===== config.mk =====
export PLATFORM = sky130hd
export DESIGN_NAME = camera_ctrl_fsm
export DESIGN_NICKNAME = d
export VERILOG_FILES = /design/src/rtl/camera_pkg.sv /design/src/rtl/exp_time_reg.sv /design/src/rtl/camera_ctrl_fsm.sv
export SDC_FILE = /design/constraint.sdc
export NUM_CORES = 1
export LEC_CHECK = 0
export CAP_MARGIN = 20
export CORE_MARGIN = 8
export CORE_UTILIZATION = 55
export CTS_BUF_LIST = sky130_fd_sc_hd__clkbuf_4 sky130_fd_sc_hd__clkbuf_8
export DETAILED_ROUTE_END_ITERATION = 8
export PLACE_DENSITY = 0.77
export SLEW_MARGIN = 20
export SYNTH_ARGS = -nofsm -noshare
export SYNTH_HDL_FRONTEND = slang
export SYNTH_SLANG_ARGS = --single-unit
export TNS_END_PERCENT = 20

===== constraint.sdc =====
create_clock -name clk -period 2.3 [get_ports clk]
set_input_delay 0.46 -clock clk [delete_from_list [all_inputs] [get_ports clk]]
set_output_delay 0.46 -clock clk [all_outputs]
set_load 0.1 [all_outputs]

===== src/rtl/camera_pkg.sv =====
// Shared types and defaults for the camera array controller.
package camera_pkg;

    // Pixel rows read out per frame (one nre line per row).
    localparam int unsigned SIZE     = 2;
    // Exposure time register width and limits, in clock cycles.
    localparam int unsigned EXP_SIZE = 5;
    localparam int unsigned EXP_MIN  = 2;
    localparam int unsigned EXP_MAX  = 30;

    // Frame sequencer states; the fourth encoding is unused and recovers to IDLE.
    typedef enum logic [1:0] {
        IDLE   = 2'd0,
        EXPOSE = 2'd1,
        READ   = 2'd2
    } cam_state_t;

    // Front-end control lines, kept together so they can be registered as one word.
    typedef struct packed {
        logic erase;
        logic expose;
        logic nre1;
        logic nre2;
        logic adc;
    } cam_out_t;

    // Moore decode of the front-end lines for a given state and readout cycle.
    // Readout cycle bit 1 selects the row, bit 0 is the ADC strobe phase.
    function automatic cam_out_t decode_outputs(input cam_state_t st, input logic [1:0] cyc);
        cam_out_t o;
        o.erase  = 1'b1;
        o.expose = 1'b0;
        o.nre1   = 1'b1;
        o.nre2   = 1'b1;
        o.adc    = 1'b0;
        case (st)
            IDLE: begin
                o.erase = 1'b1;
            end
            EXPOSE: begin
                o.erase  = 1'b0;
                o.expose = 1'b1;
            end
            READ: begin
                o.erase = 1'b0;
                o.nre1  = cyc[1];
                o.nre2  = ~cyc[1];
                o.adc   = cyc[0];
            end
            default: begin
                o.erase = 1'b1;
            end
        endcase
        return o;
    endfunction

endpackage


===== src/rtl/exp_time_reg.sv =====
// Saturating up/down exposure time register, adjustable only while enabled.
module exp_time_reg #(
    parameter int unsigned W   = 5,
    parameter int unsigned MIN = 2,
    parameter int unsigned MAX = 30
) (
    input  logic         clk,
    input  logic         reset,
    input  logic         en,
    input  logic         inc,
    input  logic         dec,
    output logic [W-1:0] exp_time
);

    localparam logic [W-1:0] MIN_V = W'(MIN);
    localparam logic [W-1:0] MAX_V = W'(MAX);
    localparam logic [W-1:0] ONE_V = W'(1);

    // Step exposure time by one per cycle held, clamped to [MIN, MAX]; both buttons cancel.
    always_ff @(posedge clk or posedge reset) begin
        if (reset) begin
            exp_time <= MIN_V;
        end else if (en) begin
            if (inc && !dec) begin
                if (exp_time < MAX_V) begin
                    exp_time <= exp_time + ONE_V;
                end else begin
                    exp_time <= MAX_V;
                end
            end else if (dec && !inc) begin
                if (exp_time > MIN_V) begin
                    exp_time <= exp_time - ONE_V;
                end else begin
                    exp_time <= MIN_V;
                end
            end else begin
                exp_time <= exp_time;
            end
        end else begin
            exp_time <= exp_time;
        end
    end

endmodule


===== src/rtl/camera_ctrl_fsm.sv =====
// Camera array controller: erase -> expose -> row-by-row readout with ADC strobes.
module camera_ctrl_fsm
    import camera_pkg::*;
#(
    parameter int unsigned EXP_W   = EXP_SIZE,
    parameter int unsigned EXP_LO  = EXP_MIN,
    parameter int unsigned EXP_HI  = EXP_MAX
) (
    input  logic clk,
    input  logic reset,
    input  logic init,
    input  logic exp_inc,
    input  logic exp_dec,
    output logic nre1,
    output logic nre2,
    output logic expose,
    output logic erase,
    output logic adc
);

    // Last readout cycle: two cycles (select, strobe) per row.
    localparam logic [1:0]       READ_LAST = 2'(2 * SIZE - 1);
    localparam logic [EXP_W-1:0] CNT_ONE   = EXP_W'(1);
    localparam logic [EXP_W-1:0] CNT_ZERO  = EXP_W'(0);

    cam_state_t       state_r;
    logic [EXP_W-1:0] exp_time;
    logic [EXP_W-1:0] exp_count;
    logic [1:0]       adc_read_cycle;
    cam_out_t         outs_r;
    logic             exp_en_s;

    // Exposure time is adjustable only between frames; init takes priority on its edge.
    assign exp_en_s = (state_r == IDLE) && !init;

    exp_time_reg #(
        .W   (EXP_W),
        .MIN (EXP_LO),
        .MAX (EXP_HI)
    ) u_exp_time_reg (
        .clk      (clk),
        .reset    (reset),
        .en       (exp_en_s),
        .inc      (exp_inc),
        .dec      (exp_dec),
        .exp_time (exp_time)
    );

    // Frame sequencer; outputs are registered from the decode of the state being entered.
    always_ff @(posedge clk or posedge reset) begin
        if (reset) begin
            state_r        <= IDLE;
            exp_count      <= CNT_ZERO;
            adc_read_cycle <= 2'd0;
            outs_r         <= decode_outputs(IDLE, 2'd0);
        end else begin
            case (state_r)
                IDLE: begin
                    adc_read_cycle <= 2'd0;
                    if (init) begin
                        state_r   <= EXPOSE;
                        exp_count <= CNT_ONE;
                        outs_r    <= decode_outputs(EXPOSE, 2'd0);
                    end else begin
                        state_r   <= IDLE;
                        exp_count <= exp_count;
                        outs_r    <= decode_outputs(IDLE, 2'd0);
                    end
                end
                EXPOSE: begin
                    exp_count <= exp_count + CNT_ONE;
                    if (exp_count == exp_time) begin
                        state_r        <= READ;
                        adc_read_cycle <= 2'd0;
                        outs_r         <= decode_outputs(READ, 2'd0);
                    end else begin
                        state_r        <= EXPOSE;
                        adc_read_cycle <= adc_read_cycle;
                        outs_r         <= decode_outputs(EXPOSE, 2'd0);
                    end
                end
                READ: begin
                    exp_count <= exp_count;
                    if (adc_read_cycle == READ_LAST) begin
                        state_r        <= IDLE;
                        adc_read_cycle <= 2'd0;
                        outs_r         <= decode_outputs(IDLE, 2'd0);
                    end else begin
                        state_r        <= READ;
                        adc_read_cycle <= adc_read_cycle + 2'd1;
                        outs_r         <= decode_outputs(READ, adc_read_cycle + 2'd1);
                    end
                end
                default: begin
                    state_r        <= IDLE;
                    exp_count      <= CNT_ZERO;
                    adc_read_cycle <= 2'd0;
                    outs_r         <= decode_outputs(IDLE, 2'd0);
                end
            endcase
        end
    end

    assign erase  = outs_r.erase;
    assign expose = outs_r.expose;
    assign nre1   = outs_r.nre1;
    assign nre2   = outs_r.nre2;
    assign adc    = outs_r.adc;

endmodule


=== Word level (Yosys, flattened, before mapping) ===
Cells that the tools add are included.

* Input bits: 5
* Register bits: 19
* Output and inout port bits: 5
* Logic and storage cells: 50

* Bitwise operators: 2
* Eq/ne operators: 6
* Reduce and logical (&&, ||, !) cells: 10
* $lt $le $gt $ge: 2
* Mux-type cells: 17
* Add/subtract/negate cells: 4

{| class="wikitable"
|+ Operators with widths
! kind !! count
|-
| 5-bit 2-to-1 mux || 7
|-
| 5-bit case mux with 3 select lines || 2
|-
| 5-bit by 1-bit adder with 5-bit output (second input constant) || 2
|-
| 2-bit 2-to-1 mux || 4
|-
| 2-bit case mux with 3 select lines || 1
|-
| 5-bit equality test || 1
|-
| 5-bit by 2-bit > comparator with 1-bit output (second input constant) || 1
|-
| 5-bit < comparator (second input constant) || 1
|-
| 5-bit by 1-bit subtractor with 5-bit output (second input constant) || 1
|-
| 2-bit equality test (second input constant) || 2
|-
| 4-bit 2-to-1 mux || 1
|-
| 2-bit inequality test (second input constant) || 2
|-
| 2-bit case mux with 2 select lines || 1
|-
| 2-bit AND reduction || 2
|-
| 1-bit logical AND || 3
|-
| 1-bit zero test || 3
|-
| 2-bit by 1-bit adder with 2-bit output (second input constant) || 1
|-
| 2-bit by 1-bit equality test with 1-bit output (second input constant) || 1
|-
| 2-bit zero test || 1
|-
| 1-bit inverter || 2
|-
| 2-bit nonzero test || 1
|-
| 1-bit 2-to-1 mux || 1
|}

=== Longest topological paths before layout ===
* Depth after elaboration: 4
* Gate-level depth with buffers: 7
* Mapped depth without buffers: 6

=== Modules after synthesis ===
Synthesis repeated with hierarchy kept, for this count alone.

* Cell total of the unflattened synthesis: 108
* Area total of the unflattened synthesis: 1,067.3 µm²

{| class="wikitable"
|+ By module, submodules not included
! module !! times used !! sequential area each (µm²) !! cells each !! area an instance (µm²)
|-
| camera_ctrl_fsm || 1 || 329.1 || 59 || 664.4
|-
| exp_time_reg || 1 || 126.4 || 49 || 402.9
|}

=== Least setup slack after synthesis ===
Ideal clock, no wire load.

* Kind: register -> register
* From: reg state_r[0]
* To: reg u_exp_time_reg.exp_time[3]
* Slack: 0.263 ns
* Cell stages (with the launch flop): 6
* Setup time: 0.128 ns
* Data arrival time: 1.908 ns
* Cells stage by stage: dfrtp_1 -> buf_6 -> or4_4 -> o21ai_0 -> o31a_1 -> o22ai_2

* Cells in the longest elaborated chain, start to end: 3

{| class="wikitable"
|+ Ends and longest elaborated chain
! element !! line !! text
|-
| start, declared || camera_ctrl_fsm.sv:26 || <nowiki>cam_state_t state_r;</nowiki>
|-
| start signal, assigned || camera_ctrl_fsm.sv:52 || <nowiki>state_r <= IDLE;</nowiki>
|-
| start signal, assigned || camera_ctrl_fsm.sv:61 || <nowiki>state_r <= EXPOSE;</nowiki>
|-
| start signal, assigned || camera_ctrl_fsm.sv:65 || <nowiki>state_r <= IDLE;</nowiki>
|-
| 2-bit zero test || camera_ctrl_fsm.sv:34 || <nowiki>assign exp_en_s = (state_r == IDLE) && !init;</nowiki>
|-
| 1-bit logical AND || camera_ctrl_fsm.sv:34 ||
|-
| 2-bit AND reduction (no source line) || - ||
|-
| end signal, assigned || exp_time_reg.sv:32 || <nowiki>exp_time <= exp_time - ONE_V;</nowiki>
|-
| end signal, assigned || exp_time_reg.sv:37 || <nowiki>exp_time <= exp_time;</nowiki>
|-
| end signal, assigned || exp_time_reg.sv:40 || <nowiki>exp_time <= exp_time;</nowiki>
|-
| end, declared || exp_time_reg.sv:12 || <nowiki>output logic [W-1:0] exp_time</nowiki>
|}

Every way passes these cells.
A chain may end at the register's enable or synchronous reset.

=== Worst setup path in the final report ===
* From: in exp_dec
* To: reg u_exp_time_reg.exp_time[3]

* Cells in the longest elaborated chain, start to end: 4
* Elaborated cells on any way between the ends: 6
* Those cells by class: mux (1); reduce/logical (5)

{| class="wikitable"
|+ Ends and longest elaborated chain
! element !! line !! text
|-
| start, declared || camera_ctrl_fsm.sv:13 || <nowiki>input logic exp_dec,</nowiki>
|-
| 1-bit zero test || exp_time_reg.sv:24 || <nowiki>if (inc && !dec) begin</nowiki>
|-
| 1-bit logical AND || exp_time_reg.sv:24 ||
|-
| 2-bit nonzero test (no source line) || - ||
|-
| 2-bit AND reduction (no source line) || - ||
|-
| end signal, assigned || exp_time_reg.sv:26 || <nowiki>exp_time <= exp_time + ONE_V;</nowiki>
|-
| end signal, assigned || exp_time_reg.sv:32 ||
|-
| end signal, assigned || exp_time_reg.sv:37 ||
|}

Several ways; a longest one is shown, not always the timed one.

==> summary.md <==
| Metric | Value |
|---|---|
| CTS Buf Count | 3 |
| Cell taking the most area after synthesis | dfrtp_1 |
| Core Box Area | 1920 um2 |
| Post-CTS Setup Inserts | 0 |
| Top cell type's share of synthesized area | 31.6% |
| CP Capture Type | flip-flop |
| Ranking of synthesized cells by area | dfrtp_1 32%, dfstp_2 9.5%, ha_1 7.9% |
| Critical path arrival | between 2 and 2.5 ns |
| Final setup TNS | 0 ns |
| Share of flip-flops with an asynchronous set or reset | 100% |
| Clock latency on the worst-skew pair | 0.28 ns |
| Vias/cell | 5.72 |
| Fill cell count | roughly 170 |
| Post-synth top flop | dfrtp_1 |
| Worst path bufs/invs | 2 |
| Commonest non-fill, non-tap cell in the layout | dfrtp_1 |
| Multi-input gate area | ~580 um2 |
| Worst Path Required | ~2.5 ns |
| Largest net degree at the start of global routing | 19 |
| Grt met2 use | a little over a fifth |
| Placed Cells incl. Taps | about 150 |
| Max Cap Viol | 0 |
| Antenna cells | 0 |
| IO Port Bufs | 9 |
| Vias | 852 |
| 1st-pass router iterations | 4 |
| GRT Total Usage | a little over an eighth |
| Clock root cell | clkbuf_4 |
| Chip width | 60.9 um |
| Cell area after synthesis | around 1100 um2 |
| Die Y | 60.9 um |
| Final nets | around 140 |
| Fmax | 527 MHz |
| Setup-failing EPs final | 0 |
| GRT Max-Usage Layer | met2 |
| Vias in the first global route | roughly 860 |
| RSZ-0062 raised after global routing | no |
| P per Cell Area | approximately 1200 nW/um2 |
| Sink Count | 18 |
| Crit share post-route | around 83% |
| CTS clock-pin slew for the worst setup and hold paths | 0.10 ns |
| Yosys warnings | 0 |
| Global-route wire length before repair | roughly 3800 um |
| Top Ports | 10 |
| Average wire per standard cell | 14.5 um |
| Die area | roughly 3700 um2 |
| Worst setup path class | input port to flip-flop |
| Initial antenna violation count | 0 |
| Htree depth | 1 |
| Clock skew | roughly 0.0014 ns |
| Row count | 16 |
| DRT antenna net count | 0 |
| Post-Syn Area per Cell | ~10 um2 |
| Leak Pwr | just over 0.5 nW |
| Final Wtd Congestion | 0.838 |
| CTS Buffer Depth | 2 |
| Relative slew slack | 53.5% |
| Mapped Nets | approximately 120 |
| Register bit count reported by yosys | 18 |
| Total congestion overflow | 0 |
| Area Growth Syn to Fin | 11.7% |
| Seq. cell area | between 400 and 500 um2 |
| Hpwl dp | between 1500 and 2000 um |
| Slew Limit Fails | 0 |
| Cells along the critical path | clkdlybuf4s50_1, inv_1, ha_1, or4_4, o21ai_0, o31a_1, o22ai_2 |
| Number of synthesized flops with an enable pin | 0 |
| Sequential area share after synthesis | 41.1% |
| Iteration-0 DRC Markers | 17 |
| Peak VDD IR | a little under 0.8 mV |
| CTS resizes | 0 |
| Mapped Cells | ~110 |
| Largest fanout on the critical path | 4 |
| Min Tclk post-route | roughly 1.9 ns |
| Startpoint types | input port |
| Initial Util | between 50% and 60% |
| CTS tree | yes |
| Worst-margin pin slew | a little under 0.7 ns |
| Hold_buf cts | 0 |
| Post-route insts no fill | 149 |
| Drt total wl | 2160 um |
| Final-report hold violation count | 0 |
| Synth unique cells | 40 |
| GRT met1 Usage | 17.4% |
| Worst hold path class | flip-flop to flip-flop |
| Critical Path Max Stage Delay | roughly 0.46 ns |
| Worst path top cell family by delay | buffers and inverters |
| Slowest-stage cell, CP | clkdlybuf4s50_1 |
| Share of cells above drive strength 1 | 18.0% |
| WHS | between 0.5 and 0.6 ns |
| Met3 Track Usage GR | 2.33% |
| DRC viols | 0 |
| Status | finished, final reports clean |
-- logic make-up (layout without fill, tap and decap cells) --
logic type	after synthesis	count (layout)	share of synthesized area, %
simple gates	36	36	19.1
xor+xnor	8	8	6.32
flops	18	18	41.1
buf+inv	14	24	6.32
mux	3	3	2.93
fa+ha+maj	7	7	7.90
compound gates	26	26	16.4
-- stage by stage --
step / setup slack [ns] / utilization (%) / power (mW) / instance area (um2)
final: 0.402 / 64.5 / 1.45 / 1240
after floorplan: 0.263 / - / 1.13 / 1110
after CTS: 0.409 / 64.5 / 1.46 / 1240
after global placement: 0.135 / 62.6 / 1.23 / 1200
after global routing: 0.318 / 64.5 / 1.56 / 1240
after detailed placement: 0.0886 / 62.6 / 1.26 / 1200
-- area by class of cell --
class                           instances  share of cell area [%]
Clock buffer                            4                    2.93
Sequential cell                        18                    36.8
Inverter                                8                    2.42
Tap cell                               27                    2.73
Multi-Input combinational cell         80                    47.1
Timing Repair Buffer                   12                    8.08
-- routing by layer --
| layer | vias up | wire length, um |
|---|---|---|
| li1 | 418 | - |
| met1 | 409 | 996 |
| met2 | 23 | 1050 |
| met3 | 2 | 103 |
| met4 | 0 | 9 |
| met5 | - | 0 |
-- Yosys cell counts, types with 3 or more instances --
cell	number
ha_1	7
inv_1	8
nand3_1	8
dfrtp_1	14
nor2_1	4
xnor2_1	3
dfstp_2	4
nand2_1	8
xor2_1	5
a21oi_1	5
o21ai_0	8
nor3b_1	3
-- final timing paths --
path                                                 start  cells after the start  slack (ns)                         end
min in group asynchronous                            reset                      2        0.57                  state_r[1]
worst min-delay path                     adc_read_cycle[0]                      1        0.53                         adc
worst max-delay path                               exp_dec                      7        0.40  u_exp_time_reg.exp_time[3]
worst max register to register  u_exp_time_reg.exp_time[1]                      5        0.51  u_exp_time_reg.exp_time[1]
max in group asynchronous                            reset                      2        1.29  u_exp_time_reg.exp_time[2]
worst min register to register           adc_read_cycle[0]                      1        0.53                         adc
-- power breakdown --
| part | switching [mW] | leakage (nW) | internal (mW) |
|---|---|---|---|
| registers | 0.178 | 0.216 | 0.437 |
| clock network | 0.0945 | 0.0210 | 0.0963 |
| logic | 0.372 | 0.272 | 0.268 |
Power figures use the tool's default switching activity.
